### config.mk
export PLATFORM = sky130hd
export DESIGN_NAME = chacha20_core_arbiter_flat
export DESIGN_NICKNAME = d
export VERILOG_FILES = /design/src/rtl/chacha20_core_arbiter_if.sv /design/src/rtl/chacha20_core_arbiter.sv /design/src/flat_wrapper.sv
export SDC_FILE = /design/constraint.sdc
export NUM_CORES = 1
export LEC_CHECK = 0
export CAP_MARGIN = 20
export CORE_AREA = 2 2 761 763
export CTS_BUF_LIST = sky130_fd_sc_hd__clkbuf_2
export CTS_CLUSTER_SIZE = 28
export DETAILED_ROUTE_END_ITERATION = 7
export DIE_AREA = 0 0 763 765
export GPL_ROUTABILITY_DRIVEN = 0
export PLACE_DENSITY = 0.3
export SYNTH_ARGS = -nofsm -noshare
export SYNTH_HDL_FRONTEND = slang
export SYNTH_SLANG_ARGS = --single-unit
### constraint.sdc
create_clock -name i_aclk -period 7.2 [get_ports i_aclk]
set_clock_uncertainty 0.2 [all_clocks]
set_input_delay 1.44 -clock i_aclk [delete_from_list [all_inputs] [get_ports i_aclk]]
set_output_delay 1.44 -clock i_aclk [all_outputs]
set_load 0.02 [all_outputs]
### src/rtl/chacha20_core_arbiter_if.sv
// Signal bundle between the ChaCha20 core arbiter and its two keystream
// channels plus the shared block core. The arbiter takes the slave side.
interface chacha20_core_arbiter_if;
  logic         i_ch0_req;
  logic [31:0]  i_ch0_counter;
  logic [95:0]  i_ch0_nonce;
  logic         o_ch0_busy;
  logic [511:0] o_ch0_keystream_data;
  logic         o_ch0_keystream_valid;

  logic         i_ch1_req;
  logic [31:0]  i_ch1_counter;
  logic [95:0]  i_ch1_nonce;
  logic         o_ch1_busy;
  logic [511:0] o_ch1_keystream_data;
  logic         o_ch1_keystream_valid;

  logic         o_core_req;
  logic         i_core_busy;
  logic [31:0]  o_core_counter;
  logic [95:0]  o_core_nonce;
  logic [511:0] i_core_keystream_data;
  logic         i_core_keystream_valid;
  logic         o_error;

  modport slave (
    input  i_ch0_req, i_ch0_counter, i_ch0_nonce,
    output o_ch0_busy, o_ch0_keystream_data, o_ch0_keystream_valid,
    input  i_ch1_req, i_ch1_counter, i_ch1_nonce,
    output o_ch1_busy, o_ch1_keystream_data, o_ch1_keystream_valid,
    output o_core_req, o_core_counter, o_core_nonce, o_error,
    input  i_core_busy, i_core_keystream_data, i_core_keystream_valid
  );

  modport master (
    output i_ch0_req, i_ch0_counter, i_ch0_nonce,
    input  o_ch0_busy, o_ch0_keystream_data, o_ch0_keystream_valid,
    output i_ch1_req, i_ch1_counter, i_ch1_nonce,
    input  o_ch1_busy, o_ch1_keystream_data, o_ch1_keystream_valid,
    input  o_core_req, o_core_counter, o_core_nonce, o_error,
    output i_core_busy, i_core_keystream_data, i_core_keystream_valid
  );
endinterface

### src/rtl/chacha20_core_arbiter.sv
// Round-robin sharing of one ChaCha20 block core between two keystream
// channels, with per-channel request capture and a WAIT-state timeout.
module chacha20_core_arbiter #(
  parameter int TIMEOUT_CYCLES = 64
) (
  input  logic                   i_aclk,
  input  logic                   i_aresetn,
  chacha20_core_arbiter_if.slave bus
);

  typedef enum logic [1:0] {
    ST_IDLE,
    ST_ISSUE,
    ST_WAIT
  } state_t;

  localparam logic [15:0] TMO_LAST = 16'(TIMEOUT_CYCLES - 1);

  state_t       r_state;
  logic         r_pend0, r_pend1;
  logic [31:0]  r_cnt0, r_cnt1;
  logic [95:0]  r_non0, r_non1;
  logic         r_grant;
  logic         r_last;
  logic [15:0]  r_tmo;
  logic         r_core_req;
  logic [31:0]  r_core_counter;
  logic [95:0]  r_core_nonce;
  logic [511:0] r_data;
  logic         r_valid0, r_valid1;
  logic         r_error;

  logic         w_busy0, w_busy1;
  logic         w_pick;
  logic [15:0]  w_tmo_next;

  // A channel is busy from capture until its block is delivered or aborted.
  assign w_busy0    = r_pend0 | ((r_state != ST_IDLE) & ~r_grant);
  assign w_busy1    = r_pend1 | ((r_state != ST_IDLE) &  r_grant);
  assign w_pick     = (r_pend0 & r_pend1) ? ~r_last : r_pend1;
  assign w_tmo_next = r_tmo + 16'd1;

  // NOTE: the 512-bit block register is reset along with everything else so
  // the data outputs read 0 after reset rather than a stale block.
  always_ff @(posedge i_aclk or negedge i_aresetn) begin
    if (!i_aresetn) begin
      r_state        <= ST_IDLE;
      r_pend0        <= 1'b0;
      r_pend1        <= 1'b0;
      r_cnt0         <= '0;
      r_cnt1         <= '0;
      r_non0         <= '0;
      r_non1         <= '0;
      r_grant        <= 1'b0;
      r_last         <= 1'b1;
      r_tmo          <= '0;
      r_core_req     <= 1'b0;
      r_core_counter <= '0;
      r_core_nonce   <= '0;
      r_data         <= '0;
      r_valid0       <= 1'b0;
      r_valid1       <= 1'b0;
      r_error        <= 1'b0;
    end else begin
      // NOTE: non-blocking throughout, so every branch below sees the
      // pre-edge register values regardless of statement order.
      r_core_req <= 1'b0;
      r_valid0   <= 1'b0;
      r_valid1   <= 1'b0;
      r_error    <= 1'b0;

      if (bus.i_ch0_req && !w_busy0) begin
        r_pend0 <= 1'b1;
        r_cnt0  <= bus.i_ch0_counter;
        r_non0  <= bus.i_ch0_nonce;
      end
      if (bus.i_ch1_req && !w_busy1) begin
        r_pend1 <= 1'b1;
        r_cnt1  <= bus.i_ch1_counter;
        r_non1  <= bus.i_ch1_nonce;
      end

      case (r_state)
        ST_IDLE: begin
          if ((r_pend0 || r_pend1) && !bus.i_core_busy) begin
            r_grant        <= w_pick;
            r_last         <= w_pick;
            r_core_counter <= w_pick ? r_cnt1 : r_cnt0;
            r_core_nonce   <= w_pick ? r_non1 : r_non0;
            if (w_pick) r_pend1 <= 1'b0;
            else        r_pend0 <= 1'b0;
            r_core_req     <= 1'b1;
            r_state        <= ST_ISSUE;
          end
        end
        ST_ISSUE: begin
          r_tmo   <= '0;
          r_state <= ST_WAIT;
        end
        ST_WAIT: begin
          if (bus.i_core_keystream_valid) begin
            r_data <= bus.i_core_keystream_data;
            if (r_grant) r_valid1 <= 1'b1;
            else         r_valid0 <= 1'b1;
            r_state <= ST_IDLE;
          end else if (w_tmo_next == TMO_LAST) begin
            // Error lands TIMEOUT_CYCLES cycles after the ISSUE cycle.
            r_error <= 1'b1;
            r_state <= ST_IDLE;
          end else begin
            r_tmo <= w_tmo_next;
          end
        end
        default: r_state <= ST_IDLE;
      endcase
    end
  end

  assign bus.o_ch0_busy            = w_busy0;
  assign bus.o_ch1_busy            = w_busy1;
  assign bus.o_ch0_keystream_data  = r_data;
  assign bus.o_ch1_keystream_data  = r_data;
  assign bus.o_ch0_keystream_valid = r_valid0;
  assign bus.o_ch1_keystream_valid = r_valid1;
  assign bus.o_core_req            = r_core_req;
  assign bus.o_core_counter        = r_core_counter;
  assign bus.o_core_nonce          = r_core_nonce;
  assign bus.o_error               = r_error;

endmodule

### src/flat_wrapper.sv
// flat-port wrapper written by rule: the top's interface ports become plain ports
module chacha20_core_arbiter_flat 
#(
  parameter int TIMEOUT_CYCLES = 64
)
  (i_aclk, i_aresetn, bus_i_ch0_req, bus_i_ch0_counter, bus_i_ch0_nonce, bus_o_ch0_busy, bus_o_ch0_keystream_data, bus_o_ch0_keystream_valid, bus_i_ch1_req, bus_i_ch1_counter, bus_i_ch1_nonce, bus_o_ch1_busy, bus_o_ch1_keystream_data, bus_o_ch1_keystream_valid, bus_o_core_req, bus_o_core_counter, bus_o_core_nonce, bus_o_error, bus_i_core_busy, bus_i_core_keystream_data, bus_i_core_keystream_valid);
  chacha20_core_arbiter_if bus_i ();
  input  logic i_aclk;
  input  logic i_aresetn;
  input wire logic [$bits(bus_i.i_ch0_req)-1:0] bus_i_ch0_req;
  input wire logic [$bits(bus_i.i_ch0_counter)-1:0] bus_i_ch0_counter;
  input wire logic [$bits(bus_i.i_ch0_nonce)-1:0] bus_i_ch0_nonce;
  output wire logic [$bits(bus_i.o_ch0_busy)-1:0] bus_o_ch0_busy;
  output wire logic [$bits(bus_i.o_ch0_keystream_data)-1:0] bus_o_ch0_keystream_data;
  output wire logic [$bits(bus_i.o_ch0_keystream_valid)-1:0] bus_o_ch0_keystream_valid;
  input wire logic [$bits(bus_i.i_ch1_req)-1:0] bus_i_ch1_req;
  input wire logic [$bits(bus_i.i_ch1_counter)-1:0] bus_i_ch1_counter;
  input wire logic [$bits(bus_i.i_ch1_nonce)-1:0] bus_i_ch1_nonce;
  output wire logic [$bits(bus_i.o_ch1_busy)-1:0] bus_o_ch1_busy;
  output wire logic [$bits(bus_i.o_ch1_keystream_data)-1:0] bus_o_ch1_keystream_data;
  output wire logic [$bits(bus_i.o_ch1_keystream_valid)-1:0] bus_o_ch1_keystream_valid;
  output wire logic [$bits(bus_i.o_core_req)-1:0] bus_o_core_req;
  output wire logic [$bits(bus_i.o_core_counter)-1:0] bus_o_core_counter;
  output wire logic [$bits(bus_i.o_core_nonce)-1:0] bus_o_core_nonce;
  output wire logic [$bits(bus_i.o_error)-1:0] bus_o_error;
  input wire logic [$bits(bus_i.i_core_busy)-1:0] bus_i_core_busy;
  input wire logic [$bits(bus_i.i_core_keystream_data)-1:0] bus_i_core_keystream_data;
  input wire logic [$bits(bus_i.i_core_keystream_valid)-1:0] bus_i_core_keystream_valid;
  assign bus_i.i_ch0_req = bus_i_ch0_req;
  assign bus_i.i_ch0_counter = bus_i_ch0_counter;
  assign bus_i.i_ch0_nonce = bus_i_ch0_nonce;
  assign bus_o_ch0_busy = bus_i.o_ch0_busy;
  assign bus_o_ch0_keystream_data = bus_i.o_ch0_keystream_data;
  assign bus_o_ch0_keystream_valid = bus_i.o_ch0_keystream_valid;
  assign bus_i.i_ch1_req = bus_i_ch1_req;
  assign bus_i.i_ch1_counter = bus_i_ch1_counter;
  assign bus_i.i_ch1_nonce = bus_i_ch1_nonce;
  assign bus_o_ch1_busy = bus_i.o_ch1_busy;
  assign bus_o_ch1_keystream_data = bus_i.o_ch1_keystream_data;
  assign bus_o_ch1_keystream_valid = bus_i.o_ch1_keystream_valid;
  assign bus_o_core_req = bus_i.o_core_req;
  assign bus_o_core_counter = bus_i.o_core_counter;
  assign bus_o_core_nonce = bus_i.o_core_nonce;
  assign bus_o_error = bus_i.o_error;
  assign bus_i.i_core_busy = bus_i_core_busy;
  assign bus_i.i_core_keystream_data = bus_i_core_keystream_data;
  assign bus_i.i_core_keystream_valid = bus_i_core_keystream_valid;
  chacha20_core_arbiter #(.TIMEOUT_CYCLES(TIMEOUT_CYCLES)) u_core (.i_aclk(i_aclk), .i_aresetn(i_aresetn), .bus(bus_i));
endmodule
After elaboration in Yosys (flattened, before gate mapping)
Index checks and enable logic that the tools add are counted.
{"block": "word_totals", "input_bits": 774, "output_inout_bits": 1158, "wordCells": 75, "regBits": 922}
{"block": "op_classes", "n_eq_ne": 7, "bitwise": 7, "muxes": 29, "reduce_logical": 14, "n_addsub": 1}
{"operator": "$mux W96", "n": 1}
{"operator": "$mux W16", "n": 2}
{"operator": "$mux W32", "n": 1}
{"operator": "$pmux W16 S2", "n": 1}
{"operator": "$mux W1", "n": 20}
{"operator": "$add A16 B1 Y16 const B", "n": 1}
{"operator": "$eq A16 B6 Y1 const B", "n": 1}
{"operator": "$mux W2", "n": 3}
{"operator": "$pmux W2 S3", "n": 1}
{"operator": "$reduce_and A2 Y1", "n": 3}
{"operator": "$ne A2 B2 Y1 const B", "n": 2}
{"operator": "$reduce_bool A2 Y1", "n": 2}
{"operator": "$and A1 B1 Y1", "n": 3}
{"operator": "$logic_and A1 B1 Y1", "n": 3}
{"operator": "$logic_not A1 Y1", "n": 3}
{"operator": "$ne A3 B2 Y1 const B", "n": 1}
{"operator": "$reduce_and A3 Y1", "n": 1}
{"operator": "$eq A2 B1 Y1 const B", "n": 1}
{"operator": "$eq A2 B2 Y1 const B", "n": 1}
{"operator": "$logic_not A2 Y1", "n": 1}
{"operator": "$ne A2 B1 Y1 const B", "n": 1}
{"operator": "$not A1 Y1", "n": 2}
{"operator": "$or A1 B1 Y1", "n": 2}
{"operator": "$logic_or A1 B1 Y1", "n": 1}

Depth between registers and ports, before layout
Gate-level depths: netlist (run 1).
{"block": "logic_depth", "ltp_word": 9, "ltp_mapped": 9, "mapped_depth_nobuf": 8}

Worst setup path before layout (run 1)
Ideal clock, no wire load.
{"block": "synth_path", "kind": "input to register", "start": "input bus_i_core_keystream_valid", "end": "register u_core.r_data[453], in the netlist u_core.bus.o_ch0_keystream_data[453]", "required_time_ps": 6875, "setup_time_ps": 125, "n_path_buf": 3, "cell_stages": 5, "t_arrival_ps": 2852, "slack_ps": 4023, "path_cell_list": "and3_1 -> clkbuf_1 -> clkbuf_1 -> clkbuf_1 -> mux2_2"}
{"block": "synth_between", "elab_chain_len": 1}
{"element": "from (decl)", "line": "flat_wrapper.sv:28", "source": "input wire logic [$bits(bus_i.i_core_keystream_valid)-1:0] bus_i_core_keystream_valid;"}
{"element": "$reduce_and A2 Y1 (no line)"}
{"element": "to (signal assigned)", "line": "chacha20_core_arbiter.sv:102", "source": "r_data <= bus.i_core_keystream_data;"}
{"element": "to (decl)", "line": "chacha20_core_arbiter.sv:29", "source": "logic [511:0] r_data;"}
No other way between the ends.
A chain may end at the register's enable or synchronous reset.

Final worst setup path (run 1)
{"block": "layout_path", "start": "register u_core.r_state[0]", "end": "output bus_o_ch1_busy"}
{"block": "layout_between", "elab_chain_len": 3}
{"element": "from (decl)", "line": "chacha20_core_arbiter.sv:19", "source": "state_t r_state;"}
{"element": "from (signal assigned)", "line": "chacha20_core_arbiter.sv:47", "source": "r_state <= ST_IDLE;"}
{"element": "from (signal assigned)", "line": "chacha20_core_arbiter.sv:93", "source": "r_state <= ST_ISSUE;"}
{"element": "from (signal assigned)", "line": "chacha20_core_arbiter.sv:98", "source": "r_state <= ST_WAIT;"}
{"element": "$reduce_bool A2 Y1", "line": "chacha20_core_arbiter.sv:39", "source": "assign w_busy1 = r_pend1 | ((r_state != ST_IDLE) & r_grant);"}
{"element": "$and A1 B1 Y1", "line": "chacha20_core_arbiter.sv:39"}
{"element": "$or A1 B1 Y1", "line": "chacha20_core_arbiter.sv:39"}
{"element": "to (decl)", "line": "flat_wrapper.sv:19", "source": "output wire logic [$bits(bus_i.o_ch1_busy)-1:0] bus_o_ch1_busy;"}
No other way between the ends.

==> impl_metrics.toml, run 1 <==
[synthesis]
synth-simple-area-share = 0.0132
synth_compound_area_frac = 0.0420
ys.flop_type = "dfrtp_1"
syn_inst = 2756
yosysUniqueCellTypes = 53
synthTopCellsByArea = "dfrtp_1 (59%), mux2_2 (22%), buf_4 (10%)"
synth.yosys.seq_area_share = 0.593
ys_warn_count = 0
synth_largest_area_cell = "dfrtp_1"
synth_top_family_by_area = "multiplexers"
synth_area_mm2 = 0.0389
syn_nets = 3532
async_reset_ff_frac = 1.00
syn_avg_cell_area_um2 = 14.1
synth.top_cell.area_share = 0.592
synth_edf_count = 0
synth_seq_cells = 922
synthMuxAreaShare = 0.222
synthAdderAreaFrac = 0.000643
synth-xor-area-share = 0.00158

[power_and_ir_drop]
p_leak_uw = 0.0291
swShare = 0.512
powerDensity_mw_per_mm2 = 488
peakVddDrop_uv = 263
power.switching_uw = 18900
seq_power_share = 0.307
p_int_uw = 18100
clockPowerShare = 0.125
power_frac_comb = 0.568
power_uw = 37000

[detailed_routing]
via_count = 34500
viasPerCell = 2.62
drtAntennaViolNets = 0
wl_per_cell_um = 28.8
wl_um = 378000
drtIter0Drc = 2015
drcViolationCount = 2
drt_pre_antenna_iters = 8

[sta]
slew_headroom = 0.113
period_needed_ns = 6.44
setup_violations = 0
tightest_slew_ns = 1.33
timing.hold.ws_ns = 0.182
setup_tns_ns = 0
fmax_mhz = 155
slew_violations = 0
fin_crit_sh = 0.894
worst_slack_ns = 0.764
rsz0062_at_grt = "no"
finalHoldViolCount = 0

[worst_setup_path]
worstPathRequired_ns = 5.56
worst_setup_path_end_kind = "output pin"
worstPathMaxFanout = 29
r2r_slack_ns = 2.70
path_class = "reg -> out"
arrival_ns = 4.80
r2r_cells = 9
start_kind = "flop"
r2r-start = "u_core.r_state[0]$_DFFE_PN0P_"
rr_endpoint = "u_core.bus.o_core_counter[16]$_DFFE_PN0P_"

[placement]
dp_hpwl_um = 321000
port_buffers = 1931
pre_cts_slack_ns = 2.18
place_area_mm2 = 0.0639

[worst_hold_path]
min-delay-start = "u_core.r_non1[50]$_DFFE_PN0P_"
hold_path.class = "reg -> reg"
whs_path_depth = 2
hold_end = "u_core.bus.o_core_nonce[50]$_DFFE_PN0P_"

[finish]
multi_input_area_mm2 = 0.0109
final_cell_mix = "clkdlybuf4s50_1 (1,911), dfrtp_1 (921), dlygate4sd3_1 (898)"
fill_cells = 65200
syn2layout_area_growth_pct = 94.6
finalInstanceArea_mm2 = 0.0757
register_area_mm2 = 0.0231
drive_gt1_frac = 0.240
final_common_cell = "clkdlybuf4s50_1"
fin_nets = 6069

[floorplan]
dieHeight_um = 765
num_rows = 279
fp.coreArea_mm2 = 0.576
dieArea_mm2 = 0.584
pin_count = 1932
dieWidth_um = 763
start_util = 0.0676

[cts]
clk_pin_slew_ns = 0.10
post_cts_buffers = 0
insertion_delay_ns = 1.92
cts-hold-fix-buffers = 899
cts_resized = 0
clock_sinks = 922
cts_root_buf = "clkbuf_2"
cts-buffers-inserted = 306
cts_tree = "done"
clockBufferDepth = 4
cts-htree-levels = 5

[grt]
grt_usage = 0.124
grt_pass1_vias = 37500
grt_max_degree = 128
antenna_found_initial = 138
grt_pass1_wl_um = 460000
overflow = 0

[run]
cap_violations = 0

[run_status]
violations = "design-rule violations"
status = "complete, but fails checks"
flip-flops by register name, summed over array words and instances (netlist names), 2 cells and up:
name	flops
u_core.bus.o_core_counter	32
u_core.r_cnt0	32
u_core.r_tmo	16
u_core.r_non1	96
u_core.bus.o_ch0_keystream_data	512
u_core.r_cnt1	32
u_core.bus.o_core_nonce	96
u_core.r_non0	96
u_core.r_state	2
metal layers:
layer  wire (um)  track usage  share of wire
met2      173000        0.200           0.46
met4       15700       0.0444          0.042
met5         396            0         0.0010
met1      145000        0.137           0.38
met3       44800       0.0669           0.12
worst max-delay path: stages, from the launching register on:
cell and delay (ns):
dfrtp_1 0.98, inv_1 0.57, nand2_1 0.38, a21o_1 0.37, clkdlybuf4s50_1 0.69
worst max-delay path by stage:
stage,to,startpoint,slack (ns)
final,bus_o_ch1_busy,u_core.r_state[0]$_DFFE_PN0P_,0.76
after global routing,bus_o_ch1_busy,u_core.r_state[0]$_DFFE_PN0P_,0.22
after CTS,bus_o_ch1_busy,u_core.r_state[0]$_DFFE_PN0P_,0.20
after detailed placement,u_core.bus.o_ch0_keystream_data[92]$_DFFE_PN0P_,bus_i_core_keystream_valid,2.18
after global placement,u_core.bus.o_ch0_keystream_data[97]$_DFFE_PN0P_,bus_i_core_keystream_valid,2.20
after floorplan,u_core.bus.o_ch0_keystream_data[453]$_DFFE_PN0P_,bus_i_core_keystream_valid,4.02
area by class of cell:
class | count | area share
clock buffer | 411 | 0.0272
multi-input combinational | 1044 | 0.144
inverter | 136 | 0.00674
clock inverter | 81 | 0.00679
tap | 7587 | 0.125
antenna | 91 | 0.00301
timing repair buffer | 2883 | 0.382
sequential | 922 | 0.305
metrics by stage:
| stage | util | cells |
|---|---|---|
| CTS | 0.131 | 13100 |
| finish | 0.132 | 13200 |
| floorplan | - | 2756 |
| detailed placement | 0.111 | 11700 |
| global route | 0.131 | 13100 |
| global placement | 0.111 | 11700 |
kinds of logic after synthesis:
| group | count (synthesis) |
|---|---|
| fa+ha+maj | 2 |
| mux | 768 |
| xor+xnor | 7 |
| flops | 922 |
| compound gates | 179 |
| simple gates | 88 |
| buf+inv | 790 |
power groups by stage:
stage	clock, uW	sequential (uW)	combinational [uW]
global placement	0	11500	21100
detailed placement	0	11500	21100
floorplan	0	11500	7700
global route	5200	11600	22200
CTS	5010	11500	21700
finish	4610	11400	21000
cell usage after synthesis (3+ instances only):
master / instances
and3_1: 3
dfrtp_1: 921
o21ai_1: 4
buf_1: 11
o211ai_1: 6
buf_2: 6
nand4_1: 5
a222oi_1: 128
nor3_1: 4
a21o_1: 4
buf_6: 4
nor4_1: 5
nand2_1: 21
xor2_1: 3
o41ai_1: 4
mux2_2: 768
a32o_1: 3
xnor2_1: 4
a21oi_1: 15
o21ai_0: 8
nand2b_1: 3
or4_1: 6
nor2_1: 17
inv_1: 136
buf_4: 516
clkbuf_1: 116
nand3_1: 4
Power figures use the tool's default switching activity.
==> run 2, diff against run 1 <==
SETUP_SLACK_MARGIN = 0.3   (was unset)
==> impl_metrics.toml, run 2 (synthesis results as in run 1) <==
[detailed_routing]
viasPerCell = 2.62
drt_pre_antenna_iters = 8
via_count = 34400
wl_per_cell_um = 28.8
drcViolationCount = 2
drtIter0Drc = 2015
wl_um = 378000
drtAntennaViolNets = 0

[grt]
grt_pass1_vias = 37500
grt_usage = 0.124
overflow = 0
antenna_found_initial = 138
grt_max_degree = 128
grt_pass1_wl_um = 460000

[sta]
fin_crit_sh = 0.834
tightest_slew_ns = 1.33
timing.hold.ws_ns = 0.183
period_needed_ns = 6.00
slew_headroom = 0.113
setup_violations = 0
setup_tns_ns = 0
slew_violations = 0
rsz0062_at_grt = "no"
finalHoldViolCount = 0
fmax_mhz = 167

[cts]
clockBufferDepth = 4
cts_tree = "done"
cts-buffers-inserted = 306
clock_sinks = 922
insertion_delay_ns = 1.92
cts-htree-levels = 5
post_cts_buffers = 0
cts_root_buf = "clkbuf_2"
clk_pin_slew_ns = 0.10

[power_and_ir_drop]
p_leak_uw = 0.0291
powerDensity_mw_per_mm2 = 488
peakVddDrop_uv = 263

[worst_setup_path]
worst-path-stages = 4
r2r-start = "u_core.r_state[1]$_DFFE_PN0P_"
path_class = "reg -> out"
r2r_slack_ns = 3.11
worstPathMaxFanout = 14
worst_setup_path_end_kind = "output pin"
rr_endpoint = "u_core.bus.o_core_nonce[0]$_DFFE_PN0P_"
worstPathRequired_ns = 5.56
slowest_delay_ns = 0.71
arrival_ns = 4.36
crit_path_top_delay_cell = "dfrtp_1"
r2r_cells = 9
start_kind = "flop"
crit_family = "buffers and inverters"
path_cells = "inv_1 > nand2_1 > a21o_1 > clkdlybuf4s50_1"
crit_buf_inv = 2

[placement]
placedCellCount = 11700
port_buffers = 1931
dp_hpwl_um = 321000

[run_status]
violations = "design-rule violations"
status = "complete, but fails checks"

[run]
cap_violations = 0

[worst_hold_path]
min-delay-start = "u_core.r_non1[50]$_DFFE_PN0P_"
whs_path_depth = 2
hold_path.class = "reg -> reg"
hold_end = "u_core.bus.o_core_nonce[50]$_DFFE_PN0P_"

[finish]
final_cell_mix = "clkdlybuf4s50_1 (1,911), dfrtp_1 (920), dlygate4sd3_1 (898)"
drive_gt1_frac = 0.240
stdcell_count = 13200
post-route-util = 0.132
syn2layout_area_growth_pct = 94.6
largest_reg_flops = 512
fin_nets = 6069
final_common_cell = "clkdlybuf4s50_1"

[floorplan]
num_rows = 279
dieArea_mm2 = 0.584
start_util = 0.0676
pin_count = 1932
dieHeight_um = 765
dieWidth_um = 763
fp.coreArea_mm2 = 0.576
[run 2: cell type report]
type,count,area (um^2)
Fill cell,65200,500000
Timing Repair Buffer,2883,28900
Sequential cell,922,23100
Multi-Input combinational cell,1044,10900
Tap cell,7587,9490
Clock buffer,411,2060
Clock inverter,81,514
Inverter,136,510
Antenna cell,90,225
[run 2: per-stage QoR]
stage / area (um^2) / worst slack, ns / power (uW)
floorplan: 38900 / 4.02 / 19200
global placement: 63900 / 2.20 / 32600
detailed placement: 63900 / 2.18 / 32600
CTS: 75500 / 0.610 / 38200
global route: 75600 / 0.702 / 39000
finish: 75700 / 1.20 / 37000
[run 2: where the power goes]
part | total (uW) | switching, uW | internal [uW]
Clock | 4610 | 2940 | 1680
Sequential | 11400 | 3600 | 7760
Combinational | 21000 | 12400 | 8620
Total | 37000 | 18900 | 18100
[run 2: worst register-to-register path: stages (launching register included)]
cell,delay [ns]
dfrtp_1,0.71
inv_1,0.44
nand2_1,0.35
nor2_1,0.14
o21ai_4,0.28
buf_4,0.61
a21oi_4,0.11
buf_12,0.22
a222oi_1,0.76
inv_1,0.08
[run 2: timing repair]
item | CTS | global route
endpoints found under the hold margin | 1406 | 0
gates resized for setup | 1 | 0
hold buffers | 899 | 0
setup endpoints to repair | 1 | 0
[run 2: how the worst max path moves through the flow]
stage | start | to
3_3_place_gp | bus_i_core_keystream_valid | u_core.bus.o_ch0_keystream_data[97]$_DFFE_PN0P_
5_1_grt | u_core.r_state[1]$_DFFE_PN0P_ | bus_o_ch1_busy
6_report | u_core.r_state[1]$_DFFE_PN0P_ | bus_o_ch1_busy
2_1_floorplan | bus_i_core_keystream_valid | u_core.bus.o_ch0_keystream_data[453]$_DFFE_PN0P_
3_5_place_dp | bus_i_core_keystream_valid | u_core.bus.o_ch0_keystream_data[92]$_DFFE_PN0P_
4_1_cts | u_core.r_state[0]$_DFFE_PN0P_ | bus_o_ch0_busy
[run 2: layer usage]
layer	global-route usage	share of wire
met5	0	0.0010
met4	0.0444	0.042
met3	0.0669	0.12
met2	0.200	0.46
met1	0.137	0.38
